## config.mk

```make
export PLATFORM = sky130hd
export DESIGN_NAME = cmos_rgb565_capture_flat
export DESIGN_NICKNAME = d
export VERILOG_FILES = /design/src/rtl/cmos_rgb565_capture_if.sv /design/src/rtl/cmos_rgb565_capture.sv /design/src/flat_wrapper.sv
export SDC_FILE = /design/constraint.sdc
export NUM_CORES = 1
export LEC_CHECK = 0
export ABC_AREA = 1
export CAP_MARGIN = 40
export CORE_UTILIZATION = 42
export CTS_CLUSTER_DIAMETER = 80
export DETAILED_ROUTE_END_ITERATION = 10
export PLACE_DENSITY_LB_ADDON = 0.05
export SYNTH_ARGS = -nofsm -noshare
export SYNTH_HDL_FRONTEND = slang
export SYNTH_SLANG_ARGS = --single-unit
```

## constraint.sdc

```tcl
create_clock -name clk -period 2.1 [get_ports clk]
set_input_delay 0.42 -clock clk [delete_from_list [all_inputs] [get_ports clk]]
set_output_delay 0.42 -clock clk [all_outputs]
set_load 0.03 [all_outputs]
```

## src/rtl/cmos_rgb565_capture_if.sv

```systemverilog
// Camera-side and pixel-side signal bundle for cmos_rgb565_capture.
// master: the capture block (takes sensor pins, drives the pixel stream).
// slave : the sensor model / frame writer on the other side.
interface cmos_rgb565_capture_if;
    logic        cmos_vsync;
    logic        cmos_href;
    logic [7:0]  cmos_d;
    logic        pix_vld;
    logic [23:0] pix_data;
    logic        frame_start;
    logic        line_end;
    logic        frame_end;
    logic        frame_err;
    logic [7:0]  frame_cnt;

    modport master (
        input  cmos_vsync, cmos_href, cmos_d,
        output pix_vld, pix_data, frame_start, line_end, frame_end, frame_err, frame_cnt
    );

    modport slave (
        output cmos_vsync, cmos_href, cmos_d,
        input  pix_vld, pix_data, frame_start, line_end, frame_end, frame_err, frame_cnt
    );
endinterface

```

## src/rtl/cmos_rgb565_capture.sv

```systemverilog
// OV5640 parallel-port capture: skips the first FRAME_SKIP frames, pairs
// bytes into RGB565 pixels, emits frame/line markers and flags frames whose
// geometry does not match H_ACTIVE x V_ACTIVE.
// Optional macro CAPTURE_RGB888_EN: widen pix_data to RGB888 by MSB
// replication instead of zero-padding the RGB565 word.
module cmos_rgb565_capture #(
    parameter int unsigned FRAME_SKIP = 10,
    parameter int unsigned H_ACTIVE   = 1024,
    parameter int unsigned V_ACTIVE   = 768,
    parameter bit          VSYNC_POL  = 1'b1
) (
    input  logic                  clk,
    input  logic                  rst_n,
    input  logic                  capture_en,
    cmos_rgb565_capture_if.master cam
);

    localparam int SKW    = (FRAME_SKIP > 0) ? $clog2(FRAME_SKIP + 1) : 1;
    localparam bit VS_INV = ~VSYNC_POL;

    typedef enum logic [1:0] {
        SKIP   = 2'd0,
        IDLE   = 2'd1,
        ACTIVE = 2'd2
    } state_t;

    state_t         state, state_nxt;
    logic [SKW-1:0] skip_cnt, skip_cnt_nxt;

    logic        vs_r, hr_r, hr_q, vs_q;
    logic [7:0]  d_r;
    logic        vs_i, lead, rise, fall;

    logic        phase, drop, first_pend;
    logic [7:0]  hi_byte;
    logic [15:0] rgb;
    logic [23:0] pix_fmt;
    logic [11:0] pix_cnt, line_cnt, line_cnt_fin;
    logic        line_err;
    logic        arm, close, glitch, pair_go, line_ok, line_bad;

    // vsync normalised to active-high; edges judged between registered samples
    assign vs_i = vs_r ^ VS_INV;
    assign lead = vs_i & ~vs_q;
    assign rise = hr_r & ~hr_q;
    assign fall = ~hr_r & hr_q;

    assign rgb = {hi_byte, d_r};
`ifdef CAPTURE_RGB888_EN
    assign pix_fmt = {rgb[15:11], rgb[15:13], rgb[10:5], rgb[10:9], rgb[4:0], rgb[4:2]};
`else
    assign pix_fmt = {8'h00, rgb};
`endif

    // Sensor pins are registered once before any decision is made
    always_ff @(posedge clk or negedge rst_n) begin
        if (!rst_n) begin
            vs_r <= VS_INV;
            vs_q <= 1'b0;
            hr_r <= 1'b0;
            hr_q <= 1'b0;
            d_r  <= 8'h00;
        end else begin
            vs_r <= cam.cmos_vsync;
            vs_q <= vs_i;
            hr_r <= cam.cmos_href;
            hr_q <= hr_r;
            d_r  <= cam.cmos_d;
        end
    end

    // State register and skip counter
    always_ff @(posedge clk or negedge rst_n) begin
        if (!rst_n) begin
            state    <= SKIP;
            skip_cnt <= '0;
        end else begin
            state    <= state_nxt;
            skip_cnt <= skip_cnt_nxt;
        end
    end

    // Frame-boundary decisions plus per-cycle pairing/check qualifiers
    always_comb begin
        state_nxt    = state;
        skip_cnt_nxt = skip_cnt;
        case (state)
            SKIP: begin
                if (lead) begin
                    if (skip_cnt == SKW'(FRAME_SKIP))
                        state_nxt = capture_en ? ACTIVE : IDLE;
                    else
                        skip_cnt_nxt = skip_cnt + SKW'(1);
                end
            end
            IDLE:    if (lead && capture_en)  state_nxt = ACTIVE;
            ACTIVE:  if (lead && !capture_en) state_nxt = IDLE;
            default: state_nxt = SKIP;
        endcase
        arm          = lead && (state_nxt == ACTIVE);
        close        = lead && (state == ACTIVE);
        // vsync edge while a line is running: that line is thrown away
        glitch       = lead && hr_r;
        pair_go      = (state == ACTIVE) && hr_r && phase && !drop && !glitch;
        line_ok      = (state == ACTIVE) && fall && !drop;
        line_bad     = line_ok && ((pix_cnt != 12'(H_ACTIVE)) || phase);
        line_cnt_fin = (line_ok && line_cnt != 12'hFFF) ? line_cnt + 12'd1 : line_cnt;
    end

    // Byte pairing and pixel strobe; frame_start rides on the first pixel after arming
    always_ff @(posedge clk or negedge rst_n) begin
        if (!rst_n) begin
            phase           <= 1'b0;
            drop            <= 1'b0;
            first_pend      <= 1'b0;
            hi_byte         <= 8'h00;
            cam.pix_vld     <= 1'b0;
            cam.pix_data    <= 24'h0;
            cam.frame_start <= 1'b0;
        end else begin
            phase <= hr_r ? ~phase : 1'b0;
            if (hr_r && !phase)
                hi_byte <= d_r;
            if (!hr_r)
                drop <= 1'b0;
            else if (glitch)
                drop <= 1'b1;
            if (lead)
                first_pend <= arm;
            else if (pair_go)
                first_pend <= 1'b0;
            cam.pix_vld     <= pair_go;
            cam.frame_start <= pair_go && first_pend;
            if (pair_go)
                cam.pix_data <= pix_fmt;
        end
    end

    // Geometry counters, per-line checks and frame close reporting
    always_ff @(posedge clk or negedge rst_n) begin
        if (!rst_n) begin
            pix_cnt       <= 12'h0;
            line_cnt      <= 12'h0;
            line_err      <= 1'b0;
            cam.line_end  <= 1'b0;
            cam.frame_end <= 1'b0;
            cam.frame_err <= 1'b0;
            cam.frame_cnt <= 8'h00;
        end else begin
            if (rise)
                pix_cnt <= 12'h0;
            else if (pair_go && pix_cnt != 12'hFFF)
                pix_cnt <= pix_cnt + 12'd1;
            if (lead) begin
                line_cnt <= 12'h0;
                line_err <= 1'b0;
            end else begin
                line_cnt <= line_cnt_fin;
                if (line_bad)
                    line_err <= 1'b1;
            end
            cam.line_end  <= line_ok;
            cam.frame_end <= close;
            if (close) begin
                cam.frame_err <= line_err || line_bad || (line_cnt_fin != 12'(V_ACTIVE)) || glitch;
                cam.frame_cnt <= cam.frame_cnt + 8'd1;
            end
        end
    end

endmodule

```

## src/flat_wrapper.sv

```systemverilog
// flat-port wrapper written by rule: the top's interface ports become plain ports
module cmos_rgb565_capture_flat 
#(
    parameter int unsigned FRAME_SKIP = 10,
    parameter int unsigned H_ACTIVE   = 1024,
    parameter int unsigned V_ACTIVE   = 768,
    parameter bit          VSYNC_POL  = 1'b1
)
  (clk, rst_n, capture_en, cam_cmos_vsync, cam_cmos_href, cam_cmos_d, cam_pix_vld, cam_pix_data, cam_frame_start, cam_line_end, cam_frame_end, cam_frame_err, cam_frame_cnt);
  cmos_rgb565_capture_if cam_i ();
  input  logic clk;
  input  logic rst_n;
  input  logic capture_en;
  input wire logic [$bits(cam_i.cmos_vsync)-1:0] cam_cmos_vsync;
  input wire logic [$bits(cam_i.cmos_href)-1:0] cam_cmos_href;
  input wire logic [$bits(cam_i.cmos_d)-1:0] cam_cmos_d;
  output wire logic [$bits(cam_i.pix_vld)-1:0] cam_pix_vld;
  output wire logic [$bits(cam_i.pix_data)-1:0] cam_pix_data;
  output wire logic [$bits(cam_i.frame_start)-1:0] cam_frame_start;
  output wire logic [$bits(cam_i.line_end)-1:0] cam_line_end;
  output wire logic [$bits(cam_i.frame_end)-1:0] cam_frame_end;
  output wire logic [$bits(cam_i.frame_err)-1:0] cam_frame_err;
  output wire logic [$bits(cam_i.frame_cnt)-1:0] cam_frame_cnt;
  assign cam_i.cmos_vsync = cam_cmos_vsync;
  assign cam_i.cmos_href = cam_cmos_href;
  assign cam_i.cmos_d = cam_cmos_d;
  assign cam_pix_vld = cam_i.pix_vld;
  assign cam_pix_data = cam_i.pix_data;
  assign cam_frame_start = cam_i.frame_start;
  assign cam_line_end = cam_i.line_end;
  assign cam_frame_end = cam_i.frame_end;
  assign cam_frame_err = cam_i.frame_err;
  assign cam_frame_cnt = cam_i.frame_cnt;
  cmos_rgb565_capture #(.FRAME_SKIP(FRAME_SKIP), .H_ACTIVE(H_ACTIVE), .V_ACTIVE(V_ACTIVE), .VSYNC_POL(VSYNC_POL)) u_core (.clk(clk), .rst_n(rst_n), .capture_en(capture_en), .cam(cam_i));
endmodule
```

* Word-level counts from Yosys, hierarchy flattened
Cells that the tools add are included.
** Storage, ports and cells
- Logic and storage cells :: 88
- Flip-flop bits (word level) :: 83
- Output and inout port bits :: 37
- Input bits :: 13
** Cells by class
- Reductions and logical operators :: 29
- Add/sub/neg operators :: 4
- Equal/unequal tests :: 9
- Muxes and demuxes :: 17
- Bitwise logic cells :: 8
** Operators by type and width (count)
- 12-bit two-way mux :: 4
- 12-bit by 1-bit adder with 12-bit output (second input constant) :: 2
- 12-bit inequality test (second input constant) :: 2
- 1-bit logical AND :: 16
- 12-bit by 10-bit inequality test with 1-bit output (second input constant) :: 1
- 12-bit by 11-bit inequality test with 1-bit output (second input constant) :: 1
- 2-bit two-way mux :: 5
- 8-bit by 1-bit adder with 8-bit output (second input constant) :: 1
- 1-bit two-way mux :: 7
- 2-bit case mux with 3 select lines :: 1
- 2-bit nonzero test :: 3
- 1-bit NOT :: 5
- 4-bit by 1-bit adder with 4-bit output (second input constant) :: 1
- 2-bit == test (second input constant) :: 2
- 4-bit == test (second input constant) :: 1
- 1-bit logical NOT :: 4
- 1-bit logical OR :: 4
- 1-bit bitwise AND :: 3
- 3-bit AND reduction :: 1
- 2-bit by 1-bit == test with 1-bit output (second input constant) :: 1
- 2-bit logical NOT :: 1
- 2-bit inequality test (second input constant) :: 1

* Longest topological paths before layout
- Depth after elaboration :: 9
- Depth in mapped cells :: 13

* Worst setup path before layout
OpenSTA, ideal clock, no wires.
- Path kind :: flip-flop to flip-flop
- From :: reg u_core.line_cnt[0]
- To :: reg u_core.cam.frame_err
- Setup slack :: 0.444 ns
- Required time :: 1.983 ns
- Data arrival time :: 1.538 ns
- Cell stages (with the launch flop) :: 14
- Buffers on the path :: 1
- Path through :: dfrtp_1 ha_1 nand2_2 nor2_2 nand3_2 buf_6 nand2_1 nand2_1 nand2_2 nand2_2 nor2_2 nand3_1 nor2_1 nor2_1
** Between the ends
- Longest elaborated chain between the ends :: 6
- Elaborated cells on any way between the ends :: 7
- Those cells by class :: 1 x add/sub; 2 x eq/ne; 1 x mux; 3 x reduce/logical
** RTL lines
- start: declaration :: line cmos_rgb565_capture.sv:38 : logic [11:0] pix_cnt, line_cnt, line_cnt_fin;
- start signal: assignment :: line cmos_rgb565_capture.sv:158 : line_cnt <= line_cnt_fin;
- branches (longest 2 deep; another with 12-bit by 1-bit adder with 12-bit output)
- 12-bit two-way mux * :: line cmos_rgb565_capture.sv:107 : line_cnt_fin = (line_ok && line_cnt != 12'hFFF) ? line_cnt + 12'd1 : line_cnt;
- 12-bit by 10-bit inequality test with 1-bit output * :: line cmos_rgb565_capture.sv:165 : cam.frame_err <= line_err || line_bad || (line_cnt_fin != 12'(V_ACTIVE)) || glitch;
- 1-bit logical OR * (2 in series) :: line cmos_rgb565_capture.sv:165
- end signal: assignment :: line cmos_rgb565_capture.sv:165
- end: declaration :: line cmos_rgb565_capture_if.sv:18 : output pix_vld, pix_data, frame_start, line_end, frame_end, frame_err, frame_cnt
Mark *: on every way between the ends.
A chain may end at the register's enable or synchronous reset.

* Worst setup path after layout
- From :: reg u_core.cam.frame_cnt[0]
- To :: out cam_frame_cnt[0]
** RTL lines
- start: declaration :: line cmos_rgb565_capture_if.sv:18
- start signal: assignment :: line cmos_rgb565_capture.sv:166 : cam.frame_cnt <= cam.frame_cnt + 8'd1;
- end: declaration :: line flat_wrapper.sv:23 : output wire logic [$bits(cam_i.frame_cnt)-1:0] cam_frame_cnt;
No word-level cell between the ends.

==> run metrics <==
vias per cell 4.771; Post-Syn Area between 3000 and 4000 sq um; minimum clock period ~1.9 ns; period utilization 90.81%; Final setup viols 0; Worst Path Required 1.68 ns; leak pwr 2.185 nW; vias in the first global route 2,885; die height 98.10 um; critical path class reg2out; endpoint type of the worst setup path output port; Area contributors post-synth dfrtp_1, nand2_1, nor2_1; crit path max fanout 4; Commonest cells post-synth nand2_1, dfrtp_1, nor2_1; unrepaired setup endpoints after global routing false; Initial Util 43.83%; remaining antenna violation count 0; count leader, synth nand2_1; synthesized area per cell about 9 sq um; Min-Delay Path Class reg2reg; clk slew on worst S/H paths 0.09 ns; CP Cell Sequence clkdlybuf4s50_1; clock buffer depth 2; Ys Warns 0; Iter 0 DRT Violations 97; # port buffers 41; Async SR Flop Fraction 100.0%; pwr dens 978.6 nW/um^2; CP Launch Type flop; design area 4663 sq um; I/O Pins 50; Cells after Synth 441; violated checks design-rule violations; Post-route DRC 6; worst-margin pin slew 0.5040 ns; Core Area 8848 sq um; initial antenna violation count 0; all-layer global routing usage 17.54%; ant diodes 0; ratio of cells with drive above 1 in the final layout 12.05%; FP Rows 34; Power, Total approximately 4.6 mW; Fill cells 852; Vias 2,891; Clock Tree Root clkbuf_8; post-route setup TNS 0 ns; cell taking the most area after synthesis dfrtp_1; CP max stage delay around 0.70 ns; post-detailed-route wirelength per cell 12.42 um; Nets 512; delay-heaviest family, CP buffers and inverters; clock skew 0.006772 ns; hpwl dp 5417 um; worst skew pair latency 0.36 ns; max cap viols 0; CTS tree built; dominant synthesized flop cell dfrtp_1; post-synthesis sequential area ratio 53.55%; Fin. Hold Viols 0; top cell type's share of synthesized area 53.55%; Buf+Inv Stages, Crit Path 1; Die W 98.10 um; status finished, violations left; fmax roughly 0.52 GHz; clock sink total 83; #FFs+latches synth 83; CTS Buf Count 9; Slowest-stage cell, CP clkdlybuf4s50_1; first-pass GRT wire length 13,250 um; gr ovfl total 0; die area 9624 sq um; Routability Congestion 0.8663; Rel. slew slack 66.14%; Area Overhead vs Synth 20.23%; Detailed Route WL 7529 um; arrival time worst endpoint 1.49 ns; Slew Viols, Final 0; Post-DP Area 4415 sq um; largest net degree at the start of global routing 33; number of synthesized flops with an enable pin 0; worst vdd ir 0.0004529 V; DR pass1 iterations 7; Netlist cell types 32; H-tree levels 3
-- layout by cell type (no fill, tap or decap), types with 4 or more instances in the layout --
cell,n
a21oi_1,10
buf_4,7
clkbuf_8,9
clkdlybuf4s50_1,40
conb_1,8
dfrtp_1,83
ha_1,5
inv_1,44
inv_2,8
nand2_1,112
nand2_2,6
nand3_1,21
nand4_1,6
nor2_1,51
nor2_4,4
nor3_1,7
o21ai_0,21
o21ai_1,5
xor2_1,15
-- metal layers --
| metal | GRT usage, % | wire (um) | vias to the layer above |
|---|---|---|---|
| met1 | 22.97 | 3622 | 1369 |
| li1 | - | - | 1468 |
| met4 | 6.294 | 102 | 0 |
| met3 | 4.653 | 262 | 10 |
| met2 | 28.06 | 3542 | 44 |
| met5 | 0 | 0 | - |
-- path summary, 6_finish.rpt --
path / end / startpoint / depth (start not counted) / slack (ns)
worst max-delay path: cam_frame_cnt[0] / u_core.cam.frame_cnt[0] / 1 / 0.19
worst min-delay path: u_core.vs_q / u_core.vs_i / 0 / 0.38
worst max register to register: u_core.cam.frame_err / u_core.line_cnt[0] / 12 / 0.25
worst min register to register: u_core.vs_q / u_core.vs_i / 0 / 0.38
max in group asynchronous: u_core.pix_cnt[7] / rst_n / 3 / 1.03
min in group asynchronous: u_core.line_cnt[2] / rst_n / 2 / 0.54
-- what timing repair did --
item                                   in CTS  in global routing
endpoints found under the hold margin       2                  0
setup endpoints to repair                   0                  1
resized for setup                           0                  3
hold buffers                                1                  0
buffers inserted                            0                  0
-- cell families (layout without fill, tap and decap cells) --
logic type / count (synthesis) / after routing / synth area share [%]
adder cells (fa/ha/maj): 6 / 6 / 1.935
AND/OR/NAND/NOR: 224 / 224 / 27.13
other: 1 / 8 / 0.09668
XOR/XNOR: 18 / 18 / 4.065
AO/OA/AOI/OAI: 41 / 41 / 5.548
flip-flops: 83 / 83 / 53.55
buffers and inverters: 68 / 118 / 7.677
-- flip-flops by register name, summed over array words and instances (netlist names), 2 cells and up --
| register | cells |
|---|---|
| u_core.pix_cnt | 12 |
| u_core.cam.pix_data | 16 |
| u_core.state | 2 |
| u_core.cam.frame_cnt | 8 |
| u_core.line_cnt | 12 |
| u_core.d_r | 8 |
| u_core.hi_byte | 8 |
| u_core.skip_cnt | 4 |
-- cell type report --
type,instances,area (sq um),area share [%]
clock buffer,9,123.9,2.656
clock inverter,7,98.84,2.120
inverter,53,200.2,4.293
multi-input combinational,297,1545,33.14
sequential,83,2077,44.54
tap,108,135.1,2.898
timing repair buffer,49,483.0,10.36
-- power breakdown --
part	switching, mW	internal [mW]	total, mW
Combinational	0.752	0.476	1.23
Sequential	0.186	1.86	2.05
Clock	0.606	0.678	1.28
-- per-stage QoR --
| stage | setup WS (ns) | instances | utilization, % | hold slack, ns |
|---|---|---|---|---|
| floorplan | 0.4441 | 448 | - | 0.1244 |
| global placement | 0.1858 | 588 | 49.82 | 0.3583 |
| detailed placement | 0.1159 | 589 | 49.90 | 0.3596 |
| CTS | 0.1041 | 606 | 52.53 | 0.3786 |
| global route | 0.01471 | 606 | 52.70 | 0.4026 |
| finish | 0.1930 | 606 | 52.70 | 0.3761 |
(Power assumes the default switching activity.)
